--- config.mk ---
export PLATFORM = sky130hd
export DESIGN_NAME = instr_fetch_stage
export DESIGN_NICKNAME = d
export VERILOG_FILES = /design/src/rtl/instr_fetch_stage_pkg.sv /design/src/rtl/instr_field_split.sv /design/src/rtl/instr_fetch_stage.sv
export SDC_FILE = /design/constraint.sdc
export NUM_CORES = 1
export LEC_CHECK = 0
export ABC_AREA = 1
export CAP_MARGIN = 30
export CELL_PAD_IN_SITES_DETAIL_PLACEMENT = 1
export CELL_PAD_IN_SITES_GLOBAL_PLACEMENT = 1
export CORE_UTILIZATION = 33
export CTS_BUF_LIST = sky130_fd_sc_hd__clkbuf_8 sky130_fd_sc_hd__clkbuf_16
export DETAILED_ROUTE_END_ITERATION = 10
export GPL_TIMING_DRIVEN = 0
export PLACE_DENSITY_LB_ADDON = 0.1
export RECOVER_POWER = 50
export SYNTH_ARGS = -nofsm -noshare
export SYNTH_HDL_FRONTEND = slang
export SYNTH_HIERARCHICAL = 1
export SYNTH_SLANG_ARGS = --single-unit
--- constraint.sdc ---
create_clock -name clk_i -period 3 [get_ports clk_i]
set_input_delay 0.45 -clock clk_i [delete_from_list [all_inputs] [get_ports clk_i]]
set_output_delay 0.45 -clock clk_i [all_outputs]
set_load 0.05 [all_outputs]
--- src/rtl/instr_fetch_stage_pkg.sv ---
// Shared fetch-stage types: FSM states, instruction field positions,
// instruction width and default reset PC.
package instr_fetch_stage_pkg;

    localparam int unsigned INSTR_W = 32;
    localparam logic [31:0] DEFAULT_RESET_PC = 32'h0000_0000;

    typedef enum logic [1:0] {
        ST_REQ   = 2'd0,
        ST_HOLD  = 2'd1,
        ST_DRAIN = 2'd2,
        ST_HALT  = 2'd3
    } fetch_state_t;

    localparam int unsigned OPCODE_MSB = 31;
    localparam int unsigned OPCODE_LSB = 26;
    localparam int unsigned RS_MSB     = 25;
    localparam int unsigned RS_LSB     = 21;
    localparam int unsigned RT_MSB     = 20;
    localparam int unsigned RT_LSB     = 16;
    localparam int unsigned RD_MSB     = 15;
    localparam int unsigned RD_LSB     = 11;
    localparam int unsigned SHAMT_MSB  = 10;
    localparam int unsigned SHAMT_LSB  = 6;
    localparam int unsigned FUNCT_MSB  = 5;
    localparam int unsigned FUNCT_LSB  = 0;
    localparam int unsigned IMM_MSB    = 15;
    localparam int unsigned IMM_LSB    = 0;
    localparam int unsigned JADDR_MSB  = 25;
    localparam int unsigned JADDR_LSB  = 0;

    localparam int unsigned OPCODE_W = OPCODE_MSB - OPCODE_LSB + 1;
    localparam int unsigned REG_W    = RS_MSB - RS_LSB + 1;
    localparam int unsigned SHAMT_W  = SHAMT_MSB - SHAMT_LSB + 1;
    localparam int unsigned FUNCT_W  = FUNCT_MSB - FUNCT_LSB + 1;
    localparam int unsigned IMM_W    = IMM_MSB - IMM_LSB + 1;
    localparam int unsigned JADDR_W  = JADDR_MSB - JADDR_LSB + 1;

endpackage

--- src/rtl/instr_field_split.sv ---
// Combinational slicer of a MIPS instruction word into its fields;
// shared by the fetch stage and the decode/extend stage.
module instr_field_split
    import instr_fetch_stage_pkg::*;
(
    input  logic [INSTR_W-1:0]  instr,
    output logic [OPCODE_W-1:0] opcode,
    output logic [REG_W-1:0]    rs,
    output logic [REG_W-1:0]    rt,
    output logic [REG_W-1:0]    rd,
    output logic [SHAMT_W-1:0]  shamt,
    output logic [FUNCT_W-1:0]  funct,
    output logic [IMM_W-1:0]    imm16,
    output logic [JADDR_W-1:0]  jaddr
);

    assign opcode = instr[OPCODE_MSB:OPCODE_LSB];
    assign rs     = instr[RS_MSB:RS_LSB];
    assign rt     = instr[RT_MSB:RT_LSB];
    assign rd     = instr[RD_MSB:RD_LSB];
    assign shamt  = instr[SHAMT_MSB:SHAMT_LSB];
    assign funct  = instr[FUNCT_MSB:FUNCT_LSB];
    assign imm16  = instr[IMM_MSB:IMM_LSB];
    assign jaddr  = instr[JADDR_MSB:JADDR_LSB];

endmodule

--- src/rtl/instr_fetch_stage.sv ---
// MIPS fetch stage: PC, single-outstanding imem req/ack, instruction register.
// Optional misaligned-redirect trap enabled by macro IF_MISALIGN_TRAP_EN.
module instr_fetch_stage
    import instr_fetch_stage_pkg::*;
#(
    parameter int unsigned        ADDR_W   = 32,
    parameter logic [ADDR_W-1:0]  RESET_PC = ADDR_W'(DEFAULT_RESET_PC)
) (
    input  logic                clk_i,
    input  logic                rst_i,
    output logic                imem_req_o,
    output logic [ADDR_W-1:0]   imem_addr_o,
    input  logic                imem_ack_i,
    input  logic [INSTR_W-1:0]  imem_rdata_i,
    input  logic                stall_i,
    input  logic                redirect_i,
    input  logic [ADDR_W-1:0]   redirect_pc_i,
    output logic                instr_valid_o,
    output logic [INSTR_W-1:0]  instr_o,
    output logic [ADDR_W-1:0]   pc_o,
    output logic [ADDR_W-1:0]   pc_plus4_o,
    output logic [OPCODE_W-1:0] opcode_o,
    output logic [REG_W-1:0]    rs_o,
    output logic [REG_W-1:0]    rt_o,
    output logic [REG_W-1:0]    rd_o,
    output logic [SHAMT_W-1:0]  shamt_o,
    output logic [FUNCT_W-1:0]  funct_o,
    output logic [IMM_W-1:0]    imm16_o,
    output logic [JADDR_W-1:0]  jaddr_o
`ifdef IF_MISALIGN_TRAP_EN
    ,
    output logic                misalign_o
`endif
);

    fetch_state_t       state;
    fetch_state_t       state_next;
    logic [ADDR_W-1:0]  pc;
    logic [ADDR_W-1:0]  drain_addr;
    logic [ADDR_W-1:0]  instr_pc;
    logic [INSTR_W-1:0] instr;
    logic               valid;
    logic               take_redir;
    logic               halt_pend;
    logic [ADDR_W-1:0]  redir_target;

    assign redir_target = redirect_pc_i & ~ADDR_W'(3);

`ifdef IF_MISALIGN_TRAP_EN
    logic misalign;
    logic trap;
    // Once trapped (or halted) all further redirects are ignored.
    assign take_redir = redirect_i && !misalign && (state != ST_HALT);
    assign trap       = take_redir && (redirect_pc_i[1:0] != 2'b00);
    assign halt_pend  = trap || misalign;
    assign misalign_o = misalign;
`else
    assign take_redir = redirect_i;
    assign halt_pend  = 1'b0;
`endif

    // State register
    always_ff @(posedge clk_i) begin
        if (rst_i) state <= ST_REQ;
        else       state <= state_next;
    end

    // Next-state logic; redirect outranks ack and stall
    always_comb begin
        state_next = state;
        unique case (state)
            ST_REQ: begin
                if (take_redir) begin
                    if (!imem_ack_i)   state_next = ST_DRAIN;
                    else if (halt_pend) state_next = ST_HALT;
                    else               state_next = ST_REQ;
                end else if (imem_ack_i) begin
                    state_next = ST_HOLD;
                end
            end
            ST_HOLD: begin
                if (take_redir)
                    state_next = halt_pend ? ST_HALT : ST_REQ;
                else if (!stall_i)
                    state_next = ST_REQ;
            end
            ST_DRAIN: begin
                // The stale reply closes the old request; refetch at pc.
                if (imem_ack_i)
                    state_next = halt_pend ? ST_HALT : ST_REQ;
            end
            ST_HALT: state_next = ST_HALT;
        endcase
    end

    // Memory-side outputs; DRAIN keeps presenting the abandoned address
    always_comb begin
        imem_req_o  = (state == ST_REQ) || (state == ST_DRAIN);
        imem_addr_o = (state == ST_DRAIN) ? drain_addr : pc;
    end

    // PC, drain address and instruction register
    always_ff @(posedge clk_i) begin
        if (rst_i) begin
            pc         <= RESET_PC;
            drain_addr <= RESET_PC;
            instr_pc   <= '0;
            instr      <= '0;
            valid      <= 1'b0;
`ifdef IF_MISALIGN_TRAP_EN
            misalign   <= 1'b0;
`endif
        end else if (take_redir) begin
            pc    <= redir_target;
            valid <= 1'b0;
            if (state == ST_REQ && !imem_ack_i)
                drain_addr <= pc;
`ifdef IF_MISALIGN_TRAP_EN
            if (trap) misalign <= 1'b1;
`endif
        end else if (state == ST_REQ && imem_ack_i) begin
            instr    <= imem_rdata_i;
            instr_pc <= pc;
            valid    <= 1'b1;
            pc       <= pc + ADDR_W'(4);
        end else if (state == ST_HOLD && !stall_i) begin
            valid <= 1'b0;
        end
    end

    assign instr_valid_o = valid;
    assign instr_o       = instr;
    assign pc_o          = instr_pc;
    assign pc_plus4_o    = instr_pc + ADDR_W'(4);

    instr_field_split u_split (
        .instr  (instr),
        .opcode (opcode_o),
        .rs     (rs_o),
        .rt     (rt_o),
        .rd     (rd_o),
        .shamt  (shamt_o),
        .funct  (funct_o),
        .imm16  (imm16_o),
        .jaddr  (jaddr_o)
    );

endmodule

# ---- After elaboration in Yosys (flattened, before gate mapping)
# Cells that the tools add are included.
dict set report totals {
  reg_bits 131
  elab_cells 41
}
dict set report op_classes {
  n_addsub 2
  n_eq_ne 6
  n_mux 12
  bitwise_logic 1
  reduce_logical 13
}
# cell n
set ops {}
lappend ops {{$mux 32} 3}
lappend ops {{$add 32x3->32 const B} 2}
lappend ops {{$mux 2} 6}
lappend ops {{$pmux 2 s4} 1}
lappend ops {{$ne 3x3->1 const B} 2}
lappend ops {{$eq 2x2->1 const B} 2}
lappend ops {{$reduce_and 2->1} 2}
lappend ops {{$reduce_bool 2->1} 2}
lappend ops {{$logic_and 1x1->1} 3}
lappend ops {{$reduce_and 3->1} 1}
lappend ops {{$eq 2x1->1 const B} 1}
lappend ops {{$logic_not 1->1} 2}
lappend ops {{$logic_not 2->1} 1}
lappend ops {{$mux 1} 2}
lappend ops {{$ne 2x2->1 const B} 1}
lappend ops {{$reduce_or 2->1} 1}
lappend ops {{$logic_or 1x1->1} 1}
lappend ops {{$not 1->1} 1}

# ---- Logic depth before layout (Yosys ltp)
# Gate-level depths: netlist (run 1).
dict set report depth {
  word_depth 4
  ltp_mapped 10
  depth_no_buf 10
}

# ---- Hierarchy
# Netlist (run 1), hierarchy kept.
# mod n_inst cells_each area_per_inst_um2 seq_area_each_um2
set by_module_without_submodules {}
lappend by_module_without_submodules {instr_fetch_stage 1 952 6436.2 2502.4}
lappend by_module_without_submodules {instr_field_split 1 74 555.5 0.0}

# ---- Worst setup path before layout (run 1)
# No wires, ideal clock.
dict set report synth_timing {
  kind {register to output}
  from {register instr_pc[3], in the netlist pc_o[3]}
  to {output pc_plus4_o[26]}
  t_arrival_ns 2.414
  setup_slack_ns 0.136
  path_stages_with_launch 9
  path_cell_list {dfxtp_1 -> ha_1 -> nand2_1 -> nor3_4 -> nand2_2 -> nor2_4 -> nand2_4 -> nor2_2 -> xor2_1}
}
dict set report synth_between {
  elab_chain_len 1
}
# element line_no
set synth_lines {}
lappend synth_lines {{from (decl)} instr_fetch_stage.sv:40} ;# logic [ADDR_W-1:0] instr_pc;
lappend synth_lines {{from (signal assigned)} instr_fetch_stage.sv:123} ;# instr_pc <= pc;
lappend synth_lines {{$add 32x3->32} instr_fetch_stage.sv:134} ;# assign pc_plus4_o = instr_pc + ADDR_W'(4);
lappend synth_lines {{to (decl)} instr_fetch_stage.sv:21} ;# output logic [ADDR_W-1:0] pc_plus4_o,
# No other way between the ends.

# ---- Worst setup path in the final report (run 1)
dict set report layout_timing {
  from {register instr_pc[6], in the netlist pc_o[6]}
  to {output pc_plus4_o[19]}
}
# Same word-level chain as after synthesis.

==> results of run 1 <==
[power breakdown]
group	internal, mW	switching, mW	leakage, nW
logic	0.624	1.31	3.13
registers	1.80	0.152	1.03
clock network	1.29	0.750	0.293
total	3.71	2.21	4.45
[per-layer routing]
layer | track usage | vias to the layer above
met1 | 0.340 | 3836
li1 | - | 3837
met4 | 0.0758 | 0
met5 | 0 | -
met2 | 0.437 | 242
met3 | 0.0355 | 32
[cells in the mapped netlist (all sizes together)]
master  instances  area (sq um)
o21ai         131           656
nor2          162           673
a31oi           9          56.3
nand2         186           726
a21oi          73           365
buf           106           744
dfxtp         125          2500
nor4b           1          8.76
a21boi          1          7.51
o211ai          2          15.0
and3            1          6.26
nand3          37           185
ha              2          25.0
nor3           17           108
clkbuf         22          82.6
inv            83           312
nand4          18           113
xor2           29           254
nor4            3          18.8
xnor2           1          8.76
a211oi          9          67.6
nand3b          6          45.0
conb            1          3.75
and3b           1          8.76
[metrics by stage]
step                      utilization  std cells
after detailed placement        0.487       1563
after CTS                       0.512       1593
after floorplan                     -       1031
after global placement          0.487       1563
final                           0.508       1593
after global routing            0.508       1593
[worst max-delay path: cells and delay by family, from the launching register on]
family,cells,cell delay (ns)
buf+inv,1,0.52
simple gates,6,0.86
flops,1,0.47
xor+xnor,1,0.18
[state kept, by name, summed over array words and instances, names as in the netlist]
register and cells:
instr_valid_o 1, pc 30, pc_o 30, state 2
instr_o 32, drain_addr 30
[final cells by class]
cell class	instances	area share
multi-input combinational	695	0.322
timing repair buffer	262	0.244
sequential	125	0.240
buffer	128	0.0761
clock buffer	21	0.0461
tap	270	0.0324
inverter	83	0.0299
clock inverter	9	0.00913
[repair_timing]
item / 4_1_cts / 5_1_grt
pin swaps: 0 / 0
resized for setup: 44 / 22
setup endpoints to repair: 43 / 13
[logic make-up after synthesis]
kind of cell	synth area share
adders and majority gates	0.00358
and+or+nand+nor	0.271
AOI/OAI and AO/OA	0.167
DFF	0.358
xor gates and xnor gates	0.0376
other	0.000536
buffers and inverters	0.163
[path summary, 6_finish.rpt]
path,start,endpoint,depth (start not counted)
hold / removal,pc[29],pc[29],2
setup / recovery,pc_o[6],pc_plus4_o[19],8
setup reg to reg,state[0],pc_o[13],7
hold reg to reg,pc[29],pc[29],2
==> run metrics, run 1 <==
wl on met1 12,800 microns; Fillers 2,684; final hold vios 0; period utilization 0.964; Layout Area Growth over Synthesis 48.9%; DRC viols 0; Tot GR Track Use 0.258; uppermost layer routed met4; clock period minus worst slack 2.89 ns; CTS clk-pin slew, worst paths 0.06 ns; Ant. Diodes 0; Clk Latency, worst-skew pair 0.42 ns; largest net degree at the start of global routing 17; DR WL/cell 17.6 microns; final setup vio count 0; initial core utilization 0.341; Overflow after GRT 0; Critical Path AT 2.44 ns; FF/Latch Area 2500 sq um; CP endpoint kind output pin; DIE HEIGHT 148 microns; Post-DRT Antenna Nets 0; power after layout 5.92 mW; clk buf depth 2; Slew headroom 0.528; reg2reg setup slack 0.36 ns; maximum fanout along the worst path 6; met2 wire len 13,300 microns; worst-path cell chain nand2_2 > nor2_1 > nand2_1 > nor2_2 > nand2_2 > nor2_4 > xor2_1 > clkdlybuf4s15_1; IO Count 273; Fmax 346 MHz; HP Class reg2reg; vias in the first global route 7,764; Via Count 7,947; Max VDD drop 0.000415 V; most frequent cells in the layout nand2_1 (180), clkdlybuf4s50_1 (176), nor2_1 (151); Multi-input gate area 3350 sq um; proportion of layout cells with a drive suffix above 1 0.110; Placer Congestion 0.899; Hold Slack 0.485 ns; dpl hpwl 22,200 microns; PwrDens 569 nW/um^2; die area 21,800 sq um; metal3 WL 1360 microns; Slowest-stage cell, CP clkdlybuf4s15_1; DP Worst Slack 0.166 ns; MaxCap Viol Count 0; cell row count 52; status finished, final reports clean; Die Span X 148 microns; Worst Setup Start Kind flip-flop; Setup Buffers After CTS 0; Worst Path Required 2.55 ns; commonest non-fill, non-tap cell in the layout nand2_1; CTS tree done; # nets final 1,383; Static Leak 4.45 nW; syn avg cell area 6.81 sq um; IO Port Bufs 262; TNS Setup 0 ns; Gate Count Post-Synth 1,026; DRT Pass-1 Iters 4; root buf cell clkbuf_16; post-synthesis sequential area ratio 0.358; initial antenna violation count 0; placed inst area 9970 sq um; htree depth 4; final slew viol count 0; clock sink total 125; Crit Path Category reg2out; most frequent CP cell nand2_2; unrepaired setup endpoints after global routing no; yosys warns 6; WL final 28,000 microns; first-pass GRT wire length 43,300 microns; post-route cell area 10,400 sq um; FF+latch count, synth 125; synthesized area 6990 sq um; final worst slack 0.108 ns; core region area 20,500 sq um; Netlist cell types 33; Worst path max stage delay 0.52 ns; clk_skew 0.00667 ns; worst-margin pin slew 0.708 ns; CTS Hold Buffers Added 0; Iter 0 DRT Violations 421; total clock buffers created by CTS 17; vias per std cell 4.99
(Power assumes the default switching activity.)
==> inputs of run 2 (changes only) <==
--- a/config.mk
+++ b/config.mk
@@ -9,7 +9,8 @@
 export CAP_MARGIN = 30
 export CELL_PAD_IN_SITES_DETAIL_PLACEMENT = 1
 export CELL_PAD_IN_SITES_GLOBAL_PLACEMENT = 1
-export CORE_UTILIZATION = 33
+export CORE_MARGIN = 2
+export CORE_UTILIZATION = 27
 export CTS_BUF_LIST = sky130_fd_sc_hd__clkbuf_8 sky130_fd_sc_hd__clkbuf_16
 export DETAILED_ROUTE_END_ITERATION = 10
 export GPL_TIMING_DRIVEN = 0
==> constraint.sdc (replaced) <==
create_clock -name clk_i -period 2.6 [get_ports clk_i]
set_input_delay 0.39 -clock clk_i [delete_from_list [all_inputs] [get_ports clk_i]]
set_output_delay 0.39 -clock clk_i [all_outputs]
set_load 0.05 [all_outputs]
==> run 2 against run 1 <==
Net effect:
- design area increased by 2.3%
- clock skew increased by 0.0037 ns
- hold slack improved by 0.0024 ns
- critical path type unchanged
- critical endpoint is now pc_plus4_o[22]
- largest power group unchanged
==> run metrics, run 2 (same netlist as run 1, synthesis figures left out) <==
worst-margin pin slew 0.880 ns; Slew headroom 0.413; IO Port Bufs 262; MaxCap Viol Count 0; post-layout util 0.421; maximum fanout along the worst path 4; die area 27,200 sq um; HP Class in2reg; cell row count 58; Combinational Power Share 0.326; dpl hpwl 24,500 microns; PwrDens 655 nW/um^2; Layout Area Growth over Synthesis 52.3%; final setup vio count 0; largest net degree at the start of global routing 17; proportion of layout cells with a drive suffix above 1 0.172; final hold vios 0; most frequent cells in the layout clkdlybuf4s50_1 (192), nand2_1 (177), nor2_1 (151); total clock buffers created by CTS 17; Setup crit end pc_plus4_o[22]; core region area 25,300 sq um; Overflow after GRT 0; final slew viol count 0; max FFs per register 32; Hold Path Origin rst_i; vias per std cell 4.68; Worst Setup Start Kind flip-flop; Static Leak 4.37 nW; CTS clk-pin slew, worst paths 0.06 ns; Via Count 7,761; period utilization 0.980; Crit Path Category reg2out; IO Count 273; Worst Setup SP pc_o[3]; Fmax 393 MHz; Critical Path AT 2.16 ns; first-pass GRT wire length 44,900 microns; Hold Slack 0.488 ns; DIE HEIGHT 165 microns; DR WL/cell 18.4 microns; Die Span X 165 microns; # nets final 1,387; Iter 0 DRT Violations 449; unrepaired setup endpoints after global routing yes; clock sink total 125; Seq pwr share 0.324; Max VDD drop 0.000346 V; status finished, final reports clean; clock period minus worst slack 2.55 ns; power after layout 6.97 mW; r2r worst-path depth 7; commonest non-fill, non-tap cell in the layout clkdlybuf4s50_1; Tot GR Track Use 0.220; initial core utilization 0.276; Clk Latency, worst-skew pair 0.44 ns; DRT Pass-1 Iters 4; Fillers 3,162; reg2reg end pc_o[21]; initial antenna violation count 0; CTS tree done; CTS Hold Buffers Added 0; clk buf depth 2; Net Sw Power 2.73 mW; Placer Congestion 0.827; Worst Path Required 2.21 ns; Clock power frac 0.350; WL final 30,500 microns; CP endpoint kind output pin; FF-to-FF Start state[0]; Post-DRT Antenna Nets 0; htree depth 4; root buf cell clkbuf_16; vias in the first global route 7,566; Int Power 4.24 mW; clk_skew 0.0104 ns; DRC viols 0; Ant. Diodes 0; reg2reg setup slack 0.17 ns; Net Sw Frac 0.392
## run 2: cell count changes in the layout (fill, tap and decap cells not counted), sizes merged
cell | previous run | this run
buf | 88 | 130
dlygate4sd3 | 40 | 13
dlygate4sd2 | 33 | 12
clkdlybuf4s50 | 176 | 192
clkbuf | 70 | 55
clkdlybuf4s15 | 1 | 7
dlymetal6s2s | 3 | 0
inv | 84 | 87
clkdlybuf4s18 | 0 | 2
clkinvlp | 1 | 3
clkinv | 5 | 6
## run 2: timing repair
item	in CTS	in global routing
setup endpoints to repair	56	19
gates resized for setup	269	22
pin swaps	2	2
buffers inserted	2	2
## run 2: metrics by stage
stage	std cells	worst slack [ns]	setup TNS [ns]	area, sq um
2_1_floorplan	1031	0.00393	0	7090
4_1_cts	1657	-0.0785	-0.164	10700
3_3_place_gp	1623	-0.234	-3.57	10100
3_5_place_dp	1623	-0.262	-4.03	10100
6_report	1659	0.0530	0	10700
5_1_grt	1659	-0.0355	-0.0599	10700
## run 2: worst min path at each step
stage	slack (ns)	to	cells after the start
2_1_floorplan	0.46	pc[29]	2
3_3_place_gp	0.47	pc[29]	2
3_5_place_dp	0.48	pc[29]	2
4_1_cts	0.49	pc[29]	2
5_1_grt	0.50	pc[29]	2
6_report	0.49	pc_o[19]	2
## run 2: area by class of cell
type                       instances  area [sq um]  area share
sequential                       125          2520       0.237
timing repair buffer             266          2520       0.237
multi-input combinational        695          3480       0.327
inverter                          83           312      0.0293
buffer                           128           807      0.0758
clock inverter                    15           163      0.0153
tap                              330           413      0.0388
clock buffer                      17           425      0.0399
## run 2: layer usage
metal	routed length, microns	global-route usage	up-vias	part of all wire
met5	0	0	-	0
met4	596	0.0684	0	0.020
met3	1620	0.0394	31	0.053
met2	14900	0.388	239	0.49
met1	13400	0.272	3651	0.44
li1	-	-	3840	-
## run 2: power by group through the flow
stage / registers [mW] / logic [mW] / clock network (mW)
2_1_floorplan: 2.52 / 1.25 / 0
3_3_place_gp: 2.29 / 2.33 / 0
3_5_place_dp: 2.30 / 2.35 / 0
4_1_cts: 2.26 / 2.31 / 2.50
5_1_grt: 2.29 / 2.40 / 2.55
6_report: 2.26 / 2.28 / 2.44
## run 2: critical path, cell delays in order (launching register included)
cell and delay (ns):
dfxtp_4 0.38, ha_4 0.16, nand2_4 0.06, nor3_4 0.23, nand2_2 0.11, nor2_4 0.15
nand2_4 0.09, buf_12 0.13, nor2_4 0.08, xor2_2 0.14, buf_6 0.17
==> inputs of run 3 (changes only) <==
--- a/config.mk
+++ b/config.mk
@@ -14,7 +14,7 @@
 export CTS_BUF_LIST = sky130_fd_sc_hd__clkbuf_8 sky130_fd_sc_hd__clkbuf_16
 export DETAILED_ROUTE_END_ITERATION = 10
 export GPL_TIMING_DRIVEN = 0
-export PLACE_DENSITY_LB_ADDON = 0.1
+export PLACE_DENSITY_LB_ADDON = 0.05
 export RECOVER_POWER = 50
 export SYNTH_ARGS = -nofsm -noshare
 export SYNTH_HDL_FRONTEND = slang
==> run 3 against run 2 <==
Net effect:
- hold slack got worse by 0.0056 ns
- via count increased by 0.70%
- critical path depth decreased by 3
- die area unchanged
- combinational power about the same
- design area increased by 0.21%
- sequential power about the same
- final cell count about the same
==> run metrics, run 3 (same netlist as run 1, synthesis figures left out) <==
status finished, final reports clean; clk_skew 0.0111 ns; Clk Latency, worst-skew pair 0.43 ns; Net Sw Frac 0.378; initial antenna violation count 0; Layout Cells excl Fill 1,658; Net Sw Power 2.71 mW; most frequent CP cell buf_4; PwrDens 671 nW/um^2; Slew headroom 0.512; IO Port Bufs 262; max FFs per register 32; met2 wire len 15,300 microns; power after layout 7.16 mW; Max VDD drop 0.000348 V; Via Count 7,815; IO Count 273; Die Span X 165 microns; Slowest-stage cell, CP dlygate4sd2_1; Combinational Power Share 0.316; hold path cells 2; root buf cell clkbuf_16; delay-heaviest family, CP buffers and inverters; placed inst area 10,100 sq um; clock period minus worst slack 2.53 ns; Overflow after GRT 0; vias per std cell 4.71; largest net degree at the start of global routing 17; Layout Area Growth over Synthesis 52.6%; CTS clk-pin slew, worst paths 0.06 ns; clock sink total 125; unrepaired setup endpoints after global routing no; Fillers 3,159; HP Class reg2reg; most frequent cells in the layout nand2_1 (179), clkdlybuf4s50_1 (170), nor2_1 (149); Seq pwr share 0.315; Worst Path Required 2.21 ns; Placer Congestion 0.895; period utilization 0.972; dpl hpwl 24,700 microns; Iter 0 DRT Violations 398; initial core utilization 0.276; MaxCap Viol Count 0; clk buf depth 2; Worst path max stage delay 0.57 ns; uppermost layer routed met4; worst-path cell chain ha_4 > nand2_1 > nor3_4 > buf_4 > buf_4 > a31oi_1 > dlygate4sd2_1; vias in the first global route 7,737; Crit. path cell count 7; Clock power frac 0.369; DRC viols 0; Crit Path Category reg2out; dpl cells 1,623; CP endpoint kind output pin; Int Power 4.45 mW; DIE HEIGHT 165 microns; worst-margin pin slew 0.733 ns; r2r worst-path depth 7; Post-DRT Antenna Nets 0; final hold vios 0; final setup vio count 0; FF/Latch Area 2520 sq um; maximum fanout along the worst path 4; die area 27,200 sq um; htree depth 4; WL final 30,800 microns; CP bufs+invs 3; cell row count 58; Multi-input gate area 3480 sq um; commonest non-fill, non-tap cell in the layout nand2_1; Fmax 396 MHz; Worst Setup Start Kind flip-flop; total clock buffers created by CTS 17; post-layout util 0.421; wl on met1 13,300 microns; CTS tree done; Ant. Diodes 0; metal3 WL 1870 microns; Static Leak 4.43 nW; DR WL/cell 18.6 microns; DRT Pass-1 Iters 5; # nets final 1,386; reg2reg setup slack 0.29 ns; Tot GR Track Use 0.226; core region area 25,300 sq um; proportion of layout cells with a drive suffix above 1 0.172; Critical Path AT 2.14 ns; final slew viol count 0; post-route cell area 10,700 sq um; first-pass GRT wire length 46,100 microns
run 3: changes by cell type in the layout (fill, tap and decap cells not counted), moves of 3 or more:
cell | previous run | this run
dlygate4sd3_1 | 13 | 36
clkdlybuf4s50_1 | 192 | 170
clkbuf_2 | 3 | 9
clkbuf_8 | 0 | 5
dlygate4sd2_1 | 12 | 9
run 3: area by class of cell:
class / count / share of cell area
repair buffers: 265 / 0.234
clock inverters: 10 / 0.0140
flip-flops and latches: 125 / 0.236
well taps: 330 / 0.0387
plain buffers: 128 / 0.0756
multi-input cells: 695 / 0.326
inverters: 83 / 0.0292
clock buffers: 22 / 0.0463
run 3: what timing repair did:
action	4_1_cts	5_1_grt
setup endpoints to repair	56	36
gates resized for setup	253	33
gates cloned	0	0
hold buffers	0	0
endpoints found under the hold margin	0	0
setup buffers	2	1
pin swaps	2	2
run 3: through the flow:
step | setup TNS (ns) | hold slack (ns) | setup WS, ns
4_1_cts | 0 | 0.484 | 0.00178
6_report | 0 | 0.482 | 0.0733
3_3_place_gp | -3.97 | 0.471 | -0.261
2_1_floorplan | 0 | 0.457 | 0.00393
5_1_grt | 0 | 0.518 | 0.00124
3_5_place_dp | -4.24 | 0.475 | -0.278
run 3: worst paths after layout:
check,startpoint,end
worst min register to register,pc[29],pc[29]
worst max register to register,state[0],pc_o[21]
worst min-delay path,pc[29],pc[29]
worst max-delay path,pc_o[2],pc_plus4_o[10]
run 3: worst min-delay path, delay by kind of cell, from the launching register on:
kind             cells  cell delay [ns]
flip-flops           1             0.32
AND/OR/NAND/NOR      1             0.06
AO/OA/AOI/OAI        1             0.05
run 3: power groups by stage:
stage | clock network, mW | registers (mW) | logic [mW]
2_1_floorplan | 0 | 2.52 | 1.25
3_3_place_gp | 0 | 2.29 | 2.34
3_5_place_dp | 0 | 2.29 | 2.35
4_1_cts | 2.69 | 2.26 | 2.33
5_1_grt | 2.77 | 2.28 | 2.40
6_report | 2.64 | 2.26 | 2.26
run 3: per-layer routing:
layer | track usage | vias to the layer above
li1 | - | 3838
met1 | 0.280 | 3725
met2 | 0.402 | 230
met3 | 0.0437 | 22
met4 | 0.0522 | 0
met5 | 0 | -
